--- config.mk ---
export PLATFORM = sky130hd
export DESIGN_NAME = counter
export DESIGN_NICKNAME = d
export VERILOG_FILES = /design/src/rtl/counter_pkg.sv /design/src/rtl/counter_next.sv /design/src/rtl/counter.sv
export SDC_FILE = /design/constraint.sdc
export NUM_CORES = 1
export LEC_CHECK = 0
export BUFFER_PORTS_ARGS = -buffer_cell sky130_fd_sc_hd__buf_2
export CORE_MARGIN = 2
export CORE_UTILIZATION = 27
export CTS_CLUSTER_SIZE = 40
export DETAILED_ROUTE_END_ITERATION = 6
export GPL_ROUTABILITY_DRIVEN = 0
export PLACE_DENSITY = 0.57
export SYNTH_ARGS = -nofsm -noshare
export SYNTH_HDL_FRONTEND = slang
export SYNTH_SLANG_ARGS = --single-unit
--- constraint.sdc ---
create_clock -name clk -period 2.1 [get_ports clk]
set_clock_uncertainty 0.05 [all_clocks]
set_input_delay 0.21 -clock clk [delete_from_list [all_inputs] [get_ports clk]]
set_output_delay 0.21 -clock clk [all_outputs]
set_load 0.02 [all_outputs]
--- src/rtl/counter_pkg.sv ---
// Shared types and constants for the up/down counter and its next-state logic.
package counter_pkg;

   typedef enum logic {
      DIR_DOWN = 1'b0,
      DIR_UP   = 1'b1
   } dir_e;

   localparam int COUNTER_DEFAULT_WIDTH = 4;

endpackage

--- src/rtl/counter_next.sv ---
// Combinational next-count, terminal-count and wrap-event logic for counter.
// Defining COUNTER_SATURATE_EN makes the count stick at its limits instead of wrapping.
module counter_next
   import counter_pkg::*;
#(
   parameter int          WIDTH   = COUNTER_DEFAULT_WIDTH,
   parameter int unsigned MAX_VAL = 2**WIDTH-1
) (
`ifdef COUNTER_SATURATE_EN
   input  logic             i_sat_hold,
   output logic             o_sat_hold_next,
`endif
   input  logic [WIDTH-1:0] i_count,
   input  logic             i_en,
   input  logic             i_clr,
   input  logic             i_load,
   input  logic [WIDTH-1:0] i_load_val,
   input  logic             i_up_dn,
   output logic [WIDTH-1:0] o_count_next,
   output logic             o_tc,
   output logic             o_wrap_next
);

   localparam logic [WIDTH-1:0] MAX_V = WIDTH'(MAX_VAL);
   localparam logic [WIDTH-1:0] ZERO  = '0;

   dir_e             w_dir;
   logic [WIDTH-1:0] w_load_clip;

   assign w_dir       = dir_e'(i_up_dn);
   assign o_tc        = (w_dir == DIR_UP) ? (i_count == MAX_V) : (i_count == ZERO);
   assign w_load_clip = (i_load_val > MAX_V) ? MAX_V : i_load_val;

   always_comb begin
      o_count_next = i_count;
      o_wrap_next  = 1'b0;
`ifdef COUNTER_SATURATE_EN
      o_sat_hold_next = i_sat_hold;
`endif
      if (i_clr) begin
         o_count_next = ZERO;
`ifdef COUNTER_SATURATE_EN
         o_sat_hold_next = 1'b0;
`endif
      end else if (i_load) begin
         o_count_next = w_load_clip;
`ifdef COUNTER_SATURATE_EN
         o_sat_hold_next = 1'b0;
`endif
      end else if (i_en) begin
         if (o_tc) begin
`ifdef COUNTER_SATURATE_EN
            // Only the first attempt at the limit pulses; the hold flag masks repeats.
            o_wrap_next     = ~i_sat_hold;
            o_sat_hold_next = 1'b1;
`else
            o_count_next = (w_dir == DIR_UP) ? ZERO : MAX_V;
            o_wrap_next  = 1'b1;
`endif
         end else begin
            o_count_next = (w_dir == DIR_UP) ? i_count + 1'b1 : i_count - 1'b1;
`ifdef COUNTER_SATURATE_EN
            o_sat_hold_next = 1'b0;
`endif
         end
      end
   end

endmodule

--- src/rtl/counter.sv ---
// Up/down counter with clear, load and wrap pulse; registers and reset only.
// Defining COUNTER_SATURATE_EN selects saturating instead of wrapping behaviour.
module counter
   import counter_pkg::*;
#(
   parameter int          WIDTH   = COUNTER_DEFAULT_WIDTH,
   parameter int unsigned MAX_VAL = 2**WIDTH-1
) (
   input  logic             clk,
   input  logic             rst,
   input  logic             en,
   input  logic             clr,
   input  logic             load,
   input  logic [WIDTH-1:0] load_val,
   input  logic             up_dn,
   output logic [WIDTH-1:0] count,
   output logic             tc,
   output logic             wrap
);

   logic [WIDTH-1:0] r_count;
   logic             r_wrap;
   logic [WIDTH-1:0] w_count_next;
   logic             w_wrap_next;
`ifdef COUNTER_SATURATE_EN
   logic             r_sat_hold;
   logic             w_sat_hold_next;
`endif

   counter_next #(
      .WIDTH   (WIDTH),
      .MAX_VAL (MAX_VAL)
   ) u_next (
`ifdef COUNTER_SATURATE_EN
      .i_sat_hold      (r_sat_hold),
      .o_sat_hold_next (w_sat_hold_next),
`endif
      .i_count      (r_count),
      .i_en         (en),
      .i_clr        (clr),
      .i_load       (load),
      .i_load_val   (load_val),
      .i_up_dn      (up_dn),
      .o_count_next (w_count_next),
      .o_tc         (tc),
      .o_wrap_next  (w_wrap_next)
   );

   always_ff @(posedge clk or negedge rst) begin
      if (!rst) begin
         r_count <= '0;
         r_wrap  <= 1'b0;
      end else begin
         r_count <= w_count_next;
         r_wrap  <= w_wrap_next;
      end
   end

`ifdef COUNTER_SATURATE_EN
   always_ff @(posedge clk or negedge rst) begin
      if (!rst) begin
         r_sat_hold <= 1'b0;
      end else begin
         r_sat_hold <= w_sat_hold_next;
      end
   end
`endif

   assign count = r_count;
   assign wrap  = r_wrap;

endmodule

==> results_tabular.tex <==
\begin{tabular}{lr}
\hline
Metric & Value \\
\hline
\multicolumn{2}{l}{\textbf{Critical path}} \\
\quad Kind of cell adding the most delay to the critical path & simple AND/OR/NAND/NOR gates \\
\quad Number of buffer and inverter stages on the critical path & 2 \\
\quad Cell at the slowest stage of the critical path & sky130\_fd\_sc\_hd\_\_or4\_4 \\
\quad Path type of the worst setup path & flip-flop to output pin \\
\quad Max incr delay on CP & 0.57 ns \\
\quad Launching element type of the critical path & flip-flop \\
\quad Arrival time at the worst endpoint & 1.71 ns \\
\quad Cell Chain, Critical Path & or4\_4 > nor2\_1 > a21oi\_1 > inv\_1 > buf\_2 \\
\quad Kind of capture point of the worst setup path & output pin \\
\quad Biggest fanout along the worst timing path & 6 \\
\quad Critical path data required time & 1.84 ns \\
\multicolumn{2}{l}{\textbf{Floorplan}} \\
\quad Initial standard-cell utilization of the core & 29.66\% \\
\quad Core area & 1350 um2 \\
\quad Cell row count & 13 \\
\quad I/O pin count & 16 \\
\quad Die height & 42.51 um \\
\quad Full die area & 1807 um2 \\
\quad Die X & 42.51 um \\
\multicolumn{2}{l}{\textbf{Global routing}} \\
\quad GRT Resource Usage Total & 12.53\% \\
\quad Largest net degree at the start of global routing & 11 \\
\quad GR Overflow Total & 0 \\
\quad Initial antenna violation count & 0 \\
\quad Wire length of the first global-routing pass & 1621 um \\
\quad Number of global-route vias before repair & 393 \\
\multicolumn{2}{l}{\textbf{Routing}} \\
\quad Residual DRC & 0 \\
\quad Drt total wl & 1000 um \\
\quad First-pass iteration count of the detailed router & 3 \\
\quad Average wire length per cell after detail routing & 12.50 um \\
\quad Via count normalized by instance count & 4.825 \\
\quad Initial detailed-routing violation count & 9 \\
\quad Via count of the routed design & 386 \\
\quad Post-detailed-route count of antenna-violating nets & 0 \\
\multicolumn{2}{l}{\textbf{Power and ir drop}} \\
\quad Pwr dens & 631.7 nW/um2 \\
\quad Maximum vdd ir drop & 0.2658 mV \\
\quad Cell leakage power & 0.2646 nW \\
\quad Total power & 0.0003304 W \\
\multicolumn{2}{l}{\textbf{Yosys}} \\
\quad Adder-cell area share of the yosys netlist & 11.25\% \\
\quad Dominant register cell in the synthesized netlist & sky130\_fd\_sc\_hd\_\_dfrtp\_1 \\
\quad Total of flip-flops plus latches after synthesis & 5 \\
\quad Sequential share of the synthesized area & 31.25\% \\
\quad Yosys warning count & 0 \\
\quad Synthesized-area fraction occupied by and/or/nand/nor cells & 19.69\% \\
\quad Synthesized area per cell & 8.704 um2 \\
\quad Multiplexer share of the synthesized area & 0\% \\
\quad Biggest area consumer among synthesized cells & sky130\_fd\_sc\_hd\_\_dfrtp\_1 \\
\quad Most area-consuming cells after synthesis & sky130\_fd\_sc\_hd\_\_dfrtp\_1 (31\%), sky130\_fd\_sc\_hd\_\_a21oi\_1 (7.5\%), sky130\_fd\_sc\_hd\_\_xnor2\_1 (6.6\%) \\
\quad Nets in the synthesized netlist & 59 \\
\quad Area share of the leading cell type in the synthesized netlist & 31.25\% \\
\quad Complex-gate fraction of the synthesized area & 21.56\% \\
\quad Most common library cells after synthesis & sky130\_fd\_sc\_hd\_\_a21oi\_1 (6), sky130\_fd\_sc\_hd\_\_inv\_1 (6), sky130\_fd\_sc\_hd\_\_dfrtp\_1 (5), sky130\_fd\_sc\_hd\_\_nor2\_1 (4) \\
\quad Post-synth ARST share & 100.0\% \\
\quad Share of the synthesized netlist area taken by xor and xnor gates & 8.750\% \\
\quad Count of flip-flops with a built-in enable after synthesis & 0 \\
\quad Combinational family with the most area after synthesis & compound AO/OA/AOI/OAI gates \\
\quad Synth Cell Area & 400.4 um2 \\
\quad Number of distinct library cells after synthesis & 22 \\
\quad Cell count after synthesis & 46 \\
\multicolumn{2}{l}{\textbf{Timing}} \\
\quad Total negative slack & 0 ns \\
\quad Final Hold Violating Endpoints & 0 \\
\quad Slew Viols, Final & 0 \\
\quad Count of final setup violators & 0 \\
\quad Min cycle time layout & 1.971 ns \\
\quad Achievable frequency & 0.5074 GHz \\
\quad Worst slew slack as a fraction of its limit & 82.99\% \\
\quad Part of the cycle the worst path needs & 93.85\% \\
\quad Slew @ Worst Pin & 0.2532 ns \\
\quad Setup repair after global routing missed its margin & false \\
\multicolumn{2}{l}{\textbf{Clock network}} \\
\quad Insertion delay of the later-clocked pin in the worst-skew pair & 0.24 ns \\
\quad H-tree levels & 1 \\
\quad Post-CTS Setup Bufs & 0 \\
\quad Number of buffers added by the clock tree synthesis step & 3 \\
\quad CTS tree & built \\
\quad Clock transition at path regs & 0.05 ns \\
\quad Number of hold buffers added after CTS & 1 \\
\quad Maximum clock path buffer count & 2 \\
\quad Clock root cell & sky130\_fd\_sc\_hd\_\_clkbuf\_4 \\
\quad Clock sinks & 5 \\
\quad CTS resizes & 0 \\
\multicolumn{2}{l}{\textbf{Final layout}} \\
\quad Number of nets in the layout & 79 \\
\quad Synthesis-to-finish area growth & 30.63\% \\
\quad Number of standard cells in the final layout excluding fillers & 80 \\
\quad Share of layout cells above drive strength 1 & 35.38\% \\
\quad Inserted Diodes & 0 \\
\multicolumn{2}{l}{\textbf{Placement}} \\
\quad Final HPWL from detailed placement & 776.4 um \\
\quad Port Buffers & 15 \\
\quad Placed cells & 75 \\
\multicolumn{2}{l}{\textbf{Run}} \\
\quad Max-capacitance violation count & 0 \\
\multicolumn{2}{l}{\textbf{Worst hold path}} \\
\quad Kind of path behind the tightest hold check & primary input to flip-flop \\
\multicolumn{2}{l}{\textbf{Run status}} \\
\quad Status & finished clean \\
\hline
\end{tabular}
## worst paths after layout
path                                            from  depth (start not counted)              endpoint  slack [ns]
worst min register to register  count[3]$_DFFE_PN0P_                          4  count[1]$_DFFE_PN0P_        0.71
worst max register to register  count[1]$_DFFE_PN0P_                          5  count[3]$_DFFE_PN0P_        0.48
max in group asynchronous                        rst                          2  count[3]$_DFFE_PN0P_        1.60
worst max-delay path            count[0]$_DFFE_PN0P_                          5                    tc        0.13
worst min-delay path                             clr                          2  count[1]$_DFFE_PN0P_        0.14
min in group asynchronous                        rst                          2        wrap$_DFF_PN0_        0.26
## logic make-up after synthesis
kind of cell               after synthesis
and+or+nand+nor                         14
AOI/OAI and AO/OA                       13
xor gates and xnor gates                 4
DFF                                      5
adders and majority gates                3
buffers and inverters                    7
## placed cells by master, fill, tap and decap left out, drive strengths merged
cell         synthesis  layout
nor2b                1       1
buf                  1      15
a21o                 1       1
a221oi               1       1
or4                  1       1
o211ai               1       1
xor2                 1       1
dfrtp                5       5
nor2                 4       4
a31oi                1       1
nand2                2       2
xnor2                3       3
dlygate4sd3          0       1
fa                   1       1
and4                 1       1
a21oi                7       7
clkbuf               0       4
nor3                 3       3
o21ai                2       2
ha                   2       2
inv                  6       6
nor3b                1       1
nand2b               1       1
## report_power, final
group          internal [W]  switching (W)  total [W]
logic             0.0000452      0.0000561   0.000101
clock network     0.0000720      0.0000428   0.000115
registers          0.000104      0.0000107   0.000114
total              0.000221       0.000110   0.000330
## flip-flops by register name, indices dropped and copies added, names as in the netlist
name   flops
count      4
wrap       1
## per-stage QoR
step | setup slack (ns) | cell area (um2) | hold WS, ns | util [%]
detailed placement | 0.4004 | 486.7 | -0.01138 | 36.05
floorplan | 0.4238 | 400.4 | -0.1356 | -
global placement | 0.4456 | 486.7 | -0.01287 | 36.05
finish | 0.1291 | 523.0 | 0.1446 | 38.74
CTS | 0.1319 | 523.0 | 0.1392 | 38.74
global route | 0.02581 | 523.0 | 0.1572 | 38.74
## layout make-up
cell class,instances,area (um2)
tap,15,18.77
fill,151,827.0
multi-input combinational,34,245.2
inverter,6,22.52
timing repair buffer,16,85.08
clock buffer,4,26.28
sequential,5,125.1
## routing by layer
metal / vias to the layer above / routed length (um) / GRT usage [%]
met1: 175 / 456 / 13.73
li1: 196 / - / -
met4: 0 / 0 / 1.875
met5: - / 0 / 0
met3: 0 / 84 / 8.190
met2: 15 / 459 / 20.62
Note: power is estimated with default switching activity, not from simulation.
